--- src/rtl/multicycle_stage_sequencer.sv ---
// -----------------------------------------------------------------------------
// multicycle_stage_sequencer
//
// Stage sequencer for the multi-cycle RV32I core. It produces the
// {inst, stage} index for the microcode control ROM ({inst[4:0], stage[2:0]}).
// Each instruction visits only the stages its class needs. Memory wait states
// hold the current stage. The halt class and the illegal classes (29..31) put
// the core into a halt state that only reset clears. The block also counts
// non-halted cycles and retired instructions.
//
// Ports
//   CLK         clock; all state updates on the rising edge
//   RSTn        synchronous active-low reset
//   inst_class  class decoded from instruction-memory data, valid during IF
//   imem_ready  instruction fetch data valid
//   dmem_ready  data memory access complete
//   inst_out    ROM index high bits (class)
//   stage       ROM index low bits: IF=0, ID=1, EX=2, MEM=3, WB=4
//   stall       freeze PC/IR/RF/ALU-reg/DMEM write enables
//   retire      last-stage cycle of an instruction that advances this cycle
//   halted      core halted (terminal until reset)
//   illegal     halt was caused by class 29..31
//   cycle_cnt   non-halted cycle counter (wraps)
//   retire_cnt  retired instruction counter (wraps)
// -----------------------------------------------------------------------------
module multicycle_stage_sequencer #(
  parameter int CNT_W      = 32,
  parameter int HALT_CLASS = 28
) (
  input  logic             CLK,
  input  logic             RSTn,
  input  logic [4:0]       inst_class,
  input  logic             imem_ready,
  input  logic             dmem_ready,
  output logic [4:0]       inst_out,
  output logic [2:0]       stage,
  output logic             stall,
  output logic             retire,
  output logic             halted,
  output logic             illegal,
  output logic [CNT_W-1:0] cycle_cnt,
  output logic [CNT_W-1:0] retire_cnt
);

  typedef enum logic [2:0] {
    ST_IF  = 3'd0,
    ST_ID  = 3'd1,
    ST_EX  = 3'd2,
    ST_MEM = 3'd3,
    ST_WB  = 3'd4
  } stage_e;

  localparam logic [4:0] HALT_C      = 5'(HALT_CLASS);
  localparam logic [4:0] CLS_LW      = 5'd20;
  localparam logic [4:0] CLS_SW      = 5'd21;
  localparam logic [4:0] CLS_JAL     = 5'd23;
  localparam logic [4:0] CLS_BR_LO   = 5'd24;
  localparam logic [4:0] CLS_BR_HI   = 5'd25;
  localparam logic [4:0] CLS_LUI     = 5'd26;
  localparam logic [4:0] CLS_AUIPC   = 5'd27;
  localparam logic [4:0] CLS_ILL_MIN = 5'd29;

  stage_e     stage_q;
  logic [4:0] class_q;

  // First stage after IF depends only on the fetched class.
  function automatic stage_e first_stage(input logic [4:0] c);
    if (c == CLS_JAL || c == CLS_AUIPC) return ST_EX;
    else if (c == CLS_LUI)              return ST_WB;
    else                                return ST_ID;
  endfunction

  function automatic logic is_branch(input logic [4:0] c);
    return (c == CLS_BR_LO) || (c == CLS_BR_HI);
  endfunction

  function automatic logic is_mem(input logic [4:0] c);
    return (c == CLS_LW) || (c == CLS_SW);
  endfunction

  // Outputs derived from state plus the current ready/class inputs.
  always_comb begin
    // NOTE: every always_comb output gets a default first so no path can infer a latch.
    inst_out = class_q;
    stage    = stage_q;
    stall    = 1'b0;
    retire   = 1'b0;
    if (halted) begin
      inst_out = HALT_C;
      stage    = ST_IF;
      stall    = 1'b1;
    end else begin
      unique case (stage_q)
        ST_IF: begin
          inst_out = inst_class;
          stall    = !imem_ready;
        end
        ST_EX:  retire = is_branch(class_q);
        ST_MEM: begin
          stall  = !dmem_ready;
          retire = dmem_ready && (class_q == CLS_SW);
        end
        ST_WB:  retire = 1'b1;
        default: ;
      endcase
    end
  end

  // Stage walk, class latch, halt flags and counters.
  always_ff @(posedge CLK) begin
    // NOTE: sequential state uses non-blocking assignments so all registers update together.
    if (!RSTn) begin
      stage_q    <= ST_IF;
      class_q    <= '0;
      halted     <= 1'b0;
      illegal    <= 1'b0;
      cycle_cnt  <= '0;
      retire_cnt <= '0;
    end else if (!halted) begin
      cycle_cnt <= cycle_cnt + 1'b1;
      if (retire) retire_cnt <= retire_cnt + 1'b1;

      unique case (stage_q)
        ST_IF: begin
          if (imem_ready) begin
            if (inst_class == HALT_C) begin
              halted <= 1'b1;
            end else if (inst_class >= CLS_ILL_MIN) begin
              halted  <= 1'b1;
              illegal <= 1'b1;
            end else begin
              class_q <= inst_class;
              stage_q <= first_stage(inst_class);
            end
          end
        end
        ST_ID: stage_q <= ST_EX;
        ST_EX: begin
          if (is_mem(class_q))        stage_q <= ST_MEM;
          else if (is_branch(class_q)) stage_q <= ST_IF;
          else                         stage_q <= ST_WB;
        end
        ST_MEM: begin
          if (dmem_ready) stage_q <= (class_q == CLS_LW) ? ST_WB : ST_IF;
        end
        ST_WB:   stage_q <= ST_IF;
        // Encodings 5..7 are unreachable; recover to IF if ever seen.
        default: stage_q <= ST_IF;
      endcase
    end
  end

endmodule

--- config.mk ---
export PLATFORM = sky130hd
export DESIGN_NAME = multicycle_stage_sequencer
export DESIGN_NICKNAME = d
export VERILOG_FILES = /design/src/rtl/multicycle_stage_sequencer.sv
export SDC_FILE = /design/constraint.sdc
export NUM_CORES = 1
export LEC_CHECK = 0
export CAP_MARGIN = 20
export CORE_ASPECT_RATIO = 1.5
export CORE_UTILIZATION = 43
export CTS_BUF_LIST = sky130_fd_sc_hd__clkbuf_8
export CTS_CLUSTER_SIZE = 30
export DETAILED_ROUTE_END_ITERATION = 10
export GPL_ROUTABILITY_DRIVEN = 0
export PLACE_DENSITY = 0.68
export SYNTH_ARGS = -nofsm -noshare
export SYNTH_HDL_FRONTEND = slang
export SYNTH_SLANG_ARGS = --single-unit
--- constraint.sdc ---
create_clock -name CLK -period 2.5 [get_ports CLK]
set_clock_uncertainty 0.15 [all_clocks]
set_input_delay 0.5 -clock CLK [delete_from_list [all_inputs] [get_ports CLK]]
set_output_delay 0.5 -clock CLK [all_outputs]
set_load 0.005 [all_outputs]
==> impl_metrics.env <==
export IMPL_final_area_um2=5140
export IMPL_drv_cap=0
export IMPL_crit_path_max_fanout=5
export IMPL_seqPwrFrac=0.474
export IMPL_worst_setup_path_start_kind="register"
export IMPL_ys_seq_area_frac=0.402
export IMPL_syn_nets=458
export IMPL_area_growth_syn_to_layout_pct=39.3
export IMPL_finalNetCount=571
export IMPL_cts_buffers=9
export IMPL_grt_pass1_wl_mm=16.2
export IMPL_utilization=0.615
export IMPL_crit_type="register to output pin"
export IMPL_nFillCells=731
export IMPL_initial_core_util=0.441
export IMPL_run_status="finished, final reports clean"
export IMPL_relSlewSlack=0.428
export IMPL_htree_levels=3
export IMPL_fin_crit_ns=2.42
export IMPL_dr_pass1_iters=6
export IMPL_tns_ns=0
export IMPL_holdBufCountCts=0
export IMPL_dp_hpwl_mm=7.08
export IMPL_p_per_area_nw_per_um2=510
export IMPL_ios=85
export IMPL_setup_violations_final=0
export IMPL_synth_edf_count=0
export IMPL_period_share=0.969
export IMPL_ys_ff_latch=74
export IMPL_coreArea_um2=8360
export IMPL_drc=0
export IMPL_ys_flop_type="dfxtp_1"
export IMPL_p_sw_mw=0.664
export IMPL_cts_path_max_buffers=2
export IMPL_grt_antenna_before_repair=0
export IMPL_stdcell_count=671
export IMPL_end_kind="output pin"
export IMPL_ant_nets=0
export IMPL_setup_ws_ns=0.0782
export IMPL_first_iter_violations=181
export IMPL_cts_sinks=74
export IMPL_tightest_slew_ns=0.858
export IMPL_wl_per_cell_um=14.4
export IMPL_grt_usage=0.229
export IMPL_clk_pin_slew_ns=0.07
export IMPL_post_place_ws_ns=-0.258
export IMPL_synth_top_cell_by_area="dfxtp_1"
export IMPL_vias_per_cell=5.47
export IMPL_die_area_um2=8960
export IMPL_arrival_ns=1.77
export IMPL_clock_latency_ns=0.35
export IMPL_p_clk_frac=0.366
export IMPL_swShare=0.254
export IMPL_row_count=41
export IMPL_yosys_warnings=0
export IMPL_synth_top_area_frac=0.402
export IMPL_drive_above_1_share=0.131
export IMPL_ir_drop_uv=282
export IMPL_intPower_mw=1.96
export IMPL_grt_pass1_vias=3585
export IMPL_grt_start_max_net_pins=41
export IMPL_syn_area_per_cell_um2=8.25
export IMPL_hold_violations=0
export IMPL_placed_cells=654
export IMPL_die_x_um=77.6
export IMPL_leakage_nw=1.90
export IMPL_drv_slew=0
export IMPL_synth_area_top_cells="dfxtp_1 (40%), nand2_1 (5.5%), nor2_1 (5.2%)"
export IMPL_cts_root_buf="clkbuf_8"
export IMPL_crit_required_ns=1.85
export IMPL_synth_async_sr_flop_share=0
export IMPL_syn_inst=447
export IMPL_cts_tree="built"
export IMPL_max_freq_ghz=0.413
export IMPL_netlist_area_um2=3690
export IMPL_die_height_um=115
export IMPL_min_path_type="register to register"
export IMPL_placed_area_um2=4860
export IMPL_wl_mm=9.64
export IMPL_diodes=0
export IMPL_port_buffers=84
export IMPL_synth_distinct_cells=52
export IMPL_grt_ovfl_total=0
export IMPL_vias=3671
export IMPL_combPwrFrac=0.159
## stage by stage
step / hold WS, ns / power (mW)
final: 0.319 / 2.62
after global routing: 0.363 / 2.74
after CTS: 0.326 / 2.64
after detailed placement: 0.309 / 1.66
after global placement: 0.301 / 1.66
after floorplan: 0.312 / 1.46
## metal layers
layer,global-route usage,wire length (µm),up-vias
met5,0,0,-
met2,0.424,5100,100
li1,-,-,1804
met3,0.0402,390,22
met4,0.131,303,0
met1,0.242,3850,1745
## path summary, 6_finish.rpt
kind | slack (ns) | cells after the start | endpoint | startpoint
setup / recovery | 0.08 | 6 | retire | class_q[3]
hold / removal | 0.32 | 1 | illegal | illegal
setup reg to reg | 0.20 | 5 | retire_cnt[19] | class_q[3]
hold reg to reg | 0.32 | 1 | illegal | illegal
## power by group through the flow
| stage | Sequential (mW) | Clock (mW) | Combinational, mW |
|---|---|---|---|
| after floorplan | 1.26 | 0 | 0.201 |
| after global placement | 1.27 | 0 | 0.393 |
| after detailed placement | 1.27 | 0 | 0.397 |
| after CTS | 1.24 | 0.989 | 0.407 |
| after global routing | 1.25 | 1.03 | 0.458 |
| final | 1.24 | 0.960 | 0.417 |
## cell usage after synthesis (2+ instances only)
library cell / count
nand2b_1: 14
nor4_1: 9
o21a_1: 2
o31ai_1: 4
o21ai_0: 15
inv_1: 12
clkbuf_1: 17
nand2_1: 54
ha_1: 2
o221a_2: 3
or4_1: 6
and3_1: 6
nor2_1: 51
and4_1: 2
or3_1: 12
xnor2_1: 15
and2_1: 4
nand4_1: 15
dfxtp_1: 74
xor2_1: 18
mux2i_1: 15
nor3_1: 6
nor2b_1: 6
a2111oi_1: 2
nand3_1: 28
a21oi_1: 26
or2_2: 3
a211oi_1: 2
## layout by cell type (no fill, tap or decap), types with 3 or more instances in the layout
cell type	n
clkdlybuf4s50_1	77
dfxtp_1	71
nand2_1	52
nor2_1	50
buf_4	36
nand3_1	28
a21oi_1	26
xor2_1	18
xnor2_1	15
nand4_1	15
mux2i_1	15
nand2b_1	14
inv_1	13
o21ai_0	13
or3_1	12
clkbuf_8	12
nor4_1	8
and3_1	6
or4_1	6
nor2b_1	5
nor3_1	5
and2_1	4
o31ai_1	4
dlymetal6s2s_1	4
or2_2	3
o221a_2	3
dlygate4sd2_1	3
## cell families after synthesis
logic type               share of synthesized area
AO/OA/AOI/OAI                                0.131
XOR/XNOR                                    0.0784
adder cells (fa/ha/maj)                    0.00678
buffers and inverters                       0.0349
flip-flops                                   0.402
multiplexers                                0.0407
AND/OR/NAND/NOR                              0.307
## area by class of cell
type / instances / area (µm²) / share of cell area
clock inverters: 3 / 38.8 / 0.00755
multi-input cells: 341 / 2120 / 0.412
repair buffers: 122 / 1150 / 0.224
inverters: 12 / 45.0 / 0.00877
well taps: 107 / 134 / 0.0261
clock buffers: 12 / 165 / 0.0321
flip-flops and latches: 74 / 1490 / 0.290
## what timing repair did
item                                    in CTS  in global routing
endpoints found under the setup margin       7                  6
pin swaps                                    2                  3
buffers inserted                             1                  1
resized for setup                           12                 12
## sequential cells by signal (all words and copies together) (netlist names)
name / flops
illegal: 1
cycle_cnt: 32
retire_cnt: 32
class_q: 5
stage_q: 3
halted: 1
## worst max-delay path: stages (launching register included)
cell           delay [ns]
dfxtp_1              0.33
buf_4                0.15
and3b_1              0.17
a32o_2               0.29
o21ai_2              0.15
inv_1                0.07
dlygate4sd2_1        0.26
Power figures use the tool's default switching activity.
